## src/rtl/sal_cmd_arb.sv

```systemverilog
// rtl/sal_cmd_arb.sv - DRAM command arbiter with class priority, per-class round-robin and tRRD/tFAW/tCCD/tWTR gating
module sal_cmd_arb #(
    parameter int BK_CNT = 16,
    parameter int RA_W   = 16,
    parameter int CA_W   = 10,
    parameter int ID_W   = 4,
    parameter int LEN_W  = 4,
    parameter int T_RRD  = 4,
    parameter int T_FAW  = 20,
    parameter int T_CCD  = 4,
    parameter int T_WTR  = 8
) (
    input  logic                       clk,
    input  logic                       rst,
    input  logic [BK_CNT-1:0]          act_req,
    input  logic [BK_CNT-1:0]          rd_req,
    input  logic [BK_CNT-1:0]          wr_req,
    input  logic [BK_CNT-1:0]          pre_req,
    input  logic [BK_CNT-1:0]          ref_req,
    input  logic [BK_CNT*RA_W-1:0]     ra_flat,
    input  logic [BK_CNT*CA_W-1:0]     ca_flat,
    input  logic [BK_CNT*ID_W-1:0]     id_flat,
    input  logic [BK_CNT*LEN_W-1:0]    len_flat,
    output logic [BK_CNT-1:0]          act_gnt,
    output logic [BK_CNT-1:0]          rd_gnt,
    output logic [BK_CNT-1:0]          wr_gnt,
    output logic [BK_CNT-1:0]          pre_gnt,
    output logic [BK_CNT-1:0]          ref_gnt,
    output logic                       cmd_valid,
    output logic [2:0]                 cmd_type,
    output logic [$clog2(BK_CNT)-1:0]  cmd_ba,
    output logic [RA_W-1:0]            cmd_ra,
    output logic [CA_W-1:0]            cmd_ca,
    output logic [ID_W-1:0]            cmd_id,
    output logic [LEN_W-1:0]           cmd_len
);

    localparam int BA_W  = $clog2(BK_CNT);
    localparam int NCLS  = 5;
    localparam int FAW_W = T_FAW - 1;
    localparam int RRD_W = $clog2(T_RRD + 1);
    localparam int CCD_W = $clog2(T_CCD + 1);
    localparam int WTR_W = $clog2(T_WTR + 1);

    localparam logic [2:0] CLS_ACT = 3'd0;
    localparam logic [2:0] CLS_RD  = 3'd1;
    localparam logic [2:0] CLS_WR  = 3'd2;

    logic [NCLS-1:0][BK_CNT-1:0] req_all;
    logic [NCLS-1:0][BK_CNT-1:0] gnt_all;
    logic [NCLS-1:0]             cls_elig;
    logic [NCLS-1:0]             cls_found;
    logic [NCLS-1:0][BA_W-1:0]   cls_pick;
    logic [BA_W-1:0]             idx;
    logic                        win_valid;
    logic [2:0]                  win_cls;
    logic [BA_W-1:0]             win_bank;
    logic                        issue;
    logic                        faw_ok;

    logic [NCLS-1:0][BA_W-1:0]   ptr_q, ptr_d;
    logic [RRD_W-1:0]            rrd_q, rrd_d;
    logic [CCD_W-1:0]            ccd_q, ccd_d;
    logic [WTR_W-1:0]            wtr_q, wtr_d;
    logic [FAW_W-1:0]            faw_q, faw_d;
    logic                        cmd_valid_q, cmd_valid_d;
    logic [2:0]                  cmd_type_q, cmd_type_d;
    logic [BA_W-1:0]             cmd_ba_q, cmd_ba_d;
    logic [RA_W-1:0]             cmd_ra_q, cmd_ra_d;
    logic [CA_W-1:0]             cmd_ca_q, cmd_ca_d;
    logic [ID_W-1:0]             cmd_id_q, cmd_id_d;
    logic [LEN_W-1:0]            cmd_len_q, cmd_len_d;

    assign req_all = {ref_req, pre_req, wr_req, rd_req, act_req};
    assign faw_ok  = ($countones(faw_q) < 4);

    // Every class runs its own round-robin search; the priority pick then only
    // considers classes that both request and are timing-eligible.
    always_comb begin
        cls_elig  = {1'b1, 1'b1, (ccd_q == '0), (ccd_q == '0) && (wtr_q == '0),
                     (rrd_q == '0) && faw_ok};
        cls_found = '0;
        cls_pick  = '0;
        idx       = '0;
        win_valid = 1'b0;
        win_cls   = '0;
        win_bank  = '0;
        gnt_all   = '0;
        for (int c = 0; c < NCLS; c++) begin
            for (int i = 0; i < BK_CNT; i++) begin
                idx = ptr_q[c] + BA_W'(i);
                if (!cls_found[c] && req_all[c][idx]) begin
                    cls_found[c] = 1'b1;
                    cls_pick[c]  = idx;
                end
            end
        end
        for (int c = 0; c < NCLS; c++) begin
            if (!win_valid && cls_found[c] && cls_elig[c]) begin
                win_valid = 1'b1;
                win_cls   = 3'(c);
                win_bank  = cls_pick[c];
            end
        end
        if (win_valid && !rst) begin
            gnt_all[win_cls][win_bank] = 1'b1;
        end
    end

    assign issue   = win_valid && !rst;
    assign act_gnt = gnt_all[0];
    assign rd_gnt  = gnt_all[1];
    assign wr_gnt  = gnt_all[2];
    assign pre_gnt = gnt_all[3];
    assign ref_gnt = gnt_all[4];

    always_comb begin
        ptr_d       = ptr_q;
        rrd_d       = (rrd_q != '0) ? rrd_q - 1'b1 : rrd_q;
        ccd_d       = (ccd_q != '0) ? ccd_q - 1'b1 : ccd_q;
        wtr_d       = (wtr_q != '0) ? wtr_q - 1'b1 : wtr_q;
        faw_d       = {faw_q[FAW_W-2:0], issue && (win_cls == CLS_ACT)};
        cmd_valid_d = 1'b0;
        cmd_type_d  = '0;
        cmd_ba_d    = '0;
        cmd_ra_d    = '0;
        cmd_ca_d    = '0;
        cmd_id_d    = '0;
        cmd_len_d   = '0;
        if (issue) begin
            ptr_d[win_cls] = win_bank + 1'b1;
            cmd_valid_d    = 1'b1;
            cmd_type_d     = win_cls + 3'd1;
            cmd_ba_d       = win_bank;
            if (win_cls == CLS_ACT) begin
                rrd_d    = RRD_W'(T_RRD - 1);
                cmd_ra_d = ra_flat[win_bank*RA_W +: RA_W];
            end
            if (win_cls == CLS_RD || win_cls == CLS_WR) begin
                ccd_d     = CCD_W'(T_CCD - 1);
                cmd_ca_d  = ca_flat[win_bank*CA_W +: CA_W];
                cmd_id_d  = id_flat[win_bank*ID_W +: ID_W];
                cmd_len_d = len_flat[win_bank*LEN_W +: LEN_W];
            end
            if (win_cls == CLS_WR) begin
                wtr_d = WTR_W'(T_WTR - 1);
            end
        end
    end

    always_ff @(posedge clk) begin
        if (rst) begin
            ptr_q       <= '0;
            rrd_q       <= '0;
            ccd_q       <= '0;
            wtr_q       <= '0;
            faw_q       <= '0;
            cmd_valid_q <= 1'b0;
            cmd_type_q  <= '0;
            cmd_ba_q    <= '0;
            cmd_ra_q    <= '0;
            cmd_ca_q    <= '0;
            cmd_id_q    <= '0;
            cmd_len_q   <= '0;
        end else begin
            ptr_q       <= ptr_d;
            rrd_q       <= rrd_d;
            ccd_q       <= ccd_d;
            wtr_q       <= wtr_d;
            faw_q       <= faw_d;
            cmd_valid_q <= cmd_valid_d;
            cmd_type_q  <= cmd_type_d;
            cmd_ba_q    <= cmd_ba_d;
            cmd_ra_q    <= cmd_ra_d;
            cmd_ca_q    <= cmd_ca_d;
            cmd_id_q    <= cmd_id_d;
            cmd_len_q   <= cmd_len_d;
        end
    end

    assign cmd_valid = cmd_valid_q;
    assign cmd_type  = cmd_type_q;
    assign cmd_ba    = cmd_ba_q;
    assign cmd_ra    = cmd_ra_q;
    assign cmd_ca    = cmd_ca_q;
    assign cmd_id    = cmd_id_q;
    assign cmd_len   = cmd_len_q;

endmodule

```

## config.mk

```make
export PLATFORM = sky130hd
export DESIGN_NAME = sal_cmd_arb
export DESIGN_NICKNAME = d
export VERILOG_FILES = /design/src/rtl/sal_cmd_arb.sv
export SDC_FILE = /design/constraint.sdc
export NUM_CORES = 1
export LEC_CHECK = 0
export BUFFER_PORTS_ARGS = -buffer_cell sky130_fd_sc_hd__buf_4
export CORE_AREA = 2 2 292 294
export DETAILED_ROUTE_END_ITERATION = 10
export DIE_AREA = 0 0 294 296
export GPL_TIMING_DRIVEN = 0
export SETUP_SLACK_MARGIN = 0.2
export SLEW_MARGIN = 25
export SYNTH_ARGS = -nofsm -noshare
export SYNTH_HDL_FRONTEND = slang
export SYNTH_SLANG_ARGS = --single-unit
```

## constraint.sdc

```tcl
create_clock -name clk -period 10.4 [get_ports clk]
set_input_delay 1.56 -clock clk [delete_from_list [all_inputs] [get_ports clk]]
set_output_delay 1.56 -clock clk [all_outputs]
set_load 0.02 [all_outputs]
```

==> results.sh <==
export IMPL_syn_area_sq_um=20500
export IMPL_start_util=0.243
export IMPL_maxCapViolCount=0
export IMPL_htreeDepth=3
export IMPL_relSlewSlack=0.259
export IMPL_grt_pass1_vias=24200
export IMPL_nNetsFinal=3957
export IMPL_wl_um=123000
export IMPL_grt_usage=0.268
export IMPL_arrival_ns=8.40
export IMPL_cts_inserted_buffers=9
export IMPL_synth_async_reset_ratio=0
export IMPL_io_buffers=746
export IMPL_rows=107
export IMPL_die_h_um=296
export IMPL_synthTopCellsByArea="mux2i_1 17%, mux4_2 16%, dfxtp_1 8.9%"
export IMPL_endpoint_kind="output pin"
export IMPL_synth_fa_ha_area_frac=0.0449
export IMPL_skew_ns=0.0258
export IMPL_dr_pass1_iters=6
export IMPL_cts_root_buf="clkbuf_16"
export IMPL_clkSinkCount=91
export IMPL_remaining_drc_errors=0
export IMPL_antenna_found_initial=31
export IMPL_synthFlopType="dfxtp_1"
export IMPL_vias=25600
export IMPL_die_width_um=294
export IMPL_muxShareOfSynthArea=0.377
export IMPL_clock_path_buffers=2
export IMPL_seq_area_frac_synth=0.0889
export IMPL_drive_gt1_frac=0.348
export IMPL_clkLatencyLatePin_ns=0.40
export IMPL_ys_warn_count=0
export IMPL_drt_iter0_drc=2819
export IMPL_period_needed_ns=9.96
export IMPL_synth_cells=2505
export IMPL_synth_xor_xnor_area_share=0.0248
export IMPL_finalWeightedCongestion=0.994
export IMPL_grt_pass1_wl_um=170000
export IMPL_drv_slew=0
export IMPL_ys_seq_elements=91
export IMPL_worst_setup_path_start_kind="register"
export IMPL_syn_area_per_cell_sq_um=8.18
export IMPL_setup_violations=0
export IMPL_hold_viol=0
export IMPL_timing_fmax_ghz=0.100
export IMPL_crit_required_ns=8.84
export IMPL_fp_coreArea_sq_um=84200
export IMPL_synth_top_family_by_area="multiplexers"
export IMPL_synth_compound_area_frac=0.206
export IMPL_hold_path_class="register to register"
export IMPL_area_growth_pct=36.9
export IMPL_netlist_area_leader_share=0.173
export IMPL_post_route_period_util=0.958
export IMPL_yosysTopAreaCell="mux2i_1"
export IMPL_dp_hpwl_um=101000
export IMPL_rsz0062_at_grt="false"
export IMPL_synth_edf_count=0
export IMPL_yosys_area_share_simple=0.196
export IMPL_tritoncts="built"
export IMPL_viasPerCell=5.84
export IMPL_grt_max_degree=20
export IMPL_critical_path_max_fanout=11
export IMPL_die_area_sq_um=87000
export IMPL_critical_path_class="register to output pin"
export IMPL_grt_overflow_total=0
export IMPL_wl_per_cell_um=28.1
export IMPL_dp_slack_ns=-0.790
export IMPL_hold_buffers=0
export IMPL_status="finished, final reports clean"
export IMPL_drtAntennaViolNets=0
export IMPL_io_pins=748
export IMPL_path_clk_slew_ns=0.09
export IMPL_setup_ws_ns=0.436
export IMPL_synth_nets=3198
export IMPL_ys_types=88
export IMPL_tightest_slew_ns=1.10
==> cell type report <==
type	instances	area [sq um]
Buffer	184	912
Multi-Input combinational cell	2121	17600
Clock buffer	9	225
Clock inverter	7	81.3
Sequential cell	91	1820
Timing Repair Buffer	749	5620
Tap cell	1090	1360
Fill cell	8980	56200
Antenna cell	19	47.5
Inverter	108	405
==> cells in the final DEF (no fill, tap or decap), types with 74 or more instances in the layout <==
master	count
clkbuf_1	74
nor2_1	217
buf_4	761
o21ai_0	89
nand3_1	115
dfxtp_1	90
a21oi_1	86
inv_1	101
mux4_2	149
nand2_1	227
mux2i_1	350
mux2_2	74
==> routing by layer <==
layer  vias to the layer above  wire length [um]  global-route usage
li1                      11300                 -                   -
met1                     12400             46800               0.323
met2                      1568             57500               0.432
met3                       261             13100              0.0886
met4                        16              5520               0.121
met5                         -               225              0.0122
==> kinds of logic (layout without fill, tap and decap cells) <==
kind of cell               Yosys count  after routing
AOI/OAI and AO/OA                  587            587
xor gates and xnor gates            58             58
adders and majority gates           67             67
buffers and inverters              293           1057
DFF                                 91             91
muxes                              577            577
other                                0             19
and+or+nand+nor                    832            832
==> critical path: stages, from the launching register on <==
cell,delay [ns]
dfxtp_1,0.50
clkbuf_2,0.35
clkbuf_2,0.37
inv_1,0.26
ha_1,0.35
clkbuf_2,0.32
mux4_2,0.61
mux4_2,0.57
a2111oi_0,0.80
nand3_1,0.26
a21oi_1,0.19
a211oi_1,0.06
a41oi_1,0.27
a21boi_1,0.10
a311oi_1,0.24
o211a_1,0.27
buf_2,0.21
buf_6,0.25
buf_4,0.31
clkbuf_4,0.32
buf_4,0.29
ha_1,0.28
nand2_2,0.22
nor2_1,0.32
buf_4,0.21
==> synth_stat cells (all sizes together) (9+ instances only) <==
| cell type | instances |
|---|---|
| mux4 | 149 |
| and3 | 11 |
| mux2 | 74 |
| nor2 | 227 |
| clkbuf | 96 |
| a32oi | 23 |
| nand4 | 37 |
| o221ai | 9 |
| inv | 105 |
| and4 | 9 |
| and2 | 15 |
| nand2 | 232 |
| o311ai | 9 |
| or3 | 29 |
| a211oi | 19 |
| xor2 | 19 |
| o31a | 21 |
| a211o | 13 |
| o22ai | 52 |
| a21oi | 87 |
| mux2i | 354 |
| o32a | 21 |
| o211a | 11 |
| ha | 56 |
| a21boi | 11 |
| a21o | 10 |
| dfxtp | 91 |
| nor4 | 18 |
| xnor2 | 39 |
| nand3 | 115 |
| a22oi | 26 |
| o211ai | 43 |
| nor3 | 46 |
| nand2b | 27 |
| nor2b | 24 |
| buf | 89 |
| o32ai | 27 |
| a2111oi | 9 |
| fa | 11 |
| o21ai | 90 |
| a221oi | 11 |
| a31oi | 21 |
==> sequential cells by signal (all words and copies together) (netlist names) <==
signal / cells
cmd_type: 3
cmd_len: 4
ccd_q: 3
cmd_ra: 16
cmd_id: 4
cmd_ca: 10
faw_q: 19
cmd_ba: 4
rrd_q: 3
wtr_q: 4
cmd_valid: 1
ptr_q: 20
==> per-stage QoR <==
step	area, sq um	cells	hold slack, ns	utilization	TNS, ns
floorplan	20500	2505	0.427	-	0
global route	28000	4371	0.470	0.333	0
global placement	27500	4341	0.444	0.326	-53.36
CTS	27900	4359	0.461	0.331	0
finish	28000	4378	0.455	0.333	0
detailed placement	27500	4341	0.448	0.326	-22.51
==> worst paths after layout <==
check | startpoint | endpoint | slack (ns) | depth (start not counted)
worst max-delay path | ptr_q[18]$_SDFFE_PP0P_ | wr_gnt[2] | 0.44 | 24
worst min-delay path | faw_q[15]$_SDFF_PP0_ | faw_q[16]$_SDFF_PP0_ | 0.46 | 2
worst max register to register | ptr_q[1]$_SDFFE_PP0P_ | ptr_q[6]$_SDFFE_PP0P_ | 1.91 | 25
worst min register to register | faw_q[15]$_SDFF_PP0_ | faw_q[16]$_SDFF_PP0_ | 0.46 | 2
==> timing repair <==
action	4_1_cts	5_1_grt
pin swaps	2	1
buffers inserted	2	1
setup endpoints to repair	80	80
gates resized for setup	41	36
Power is not shown: default switching activity piles up to over one toggle a cycle in this logic, so the estimate is an artifact.
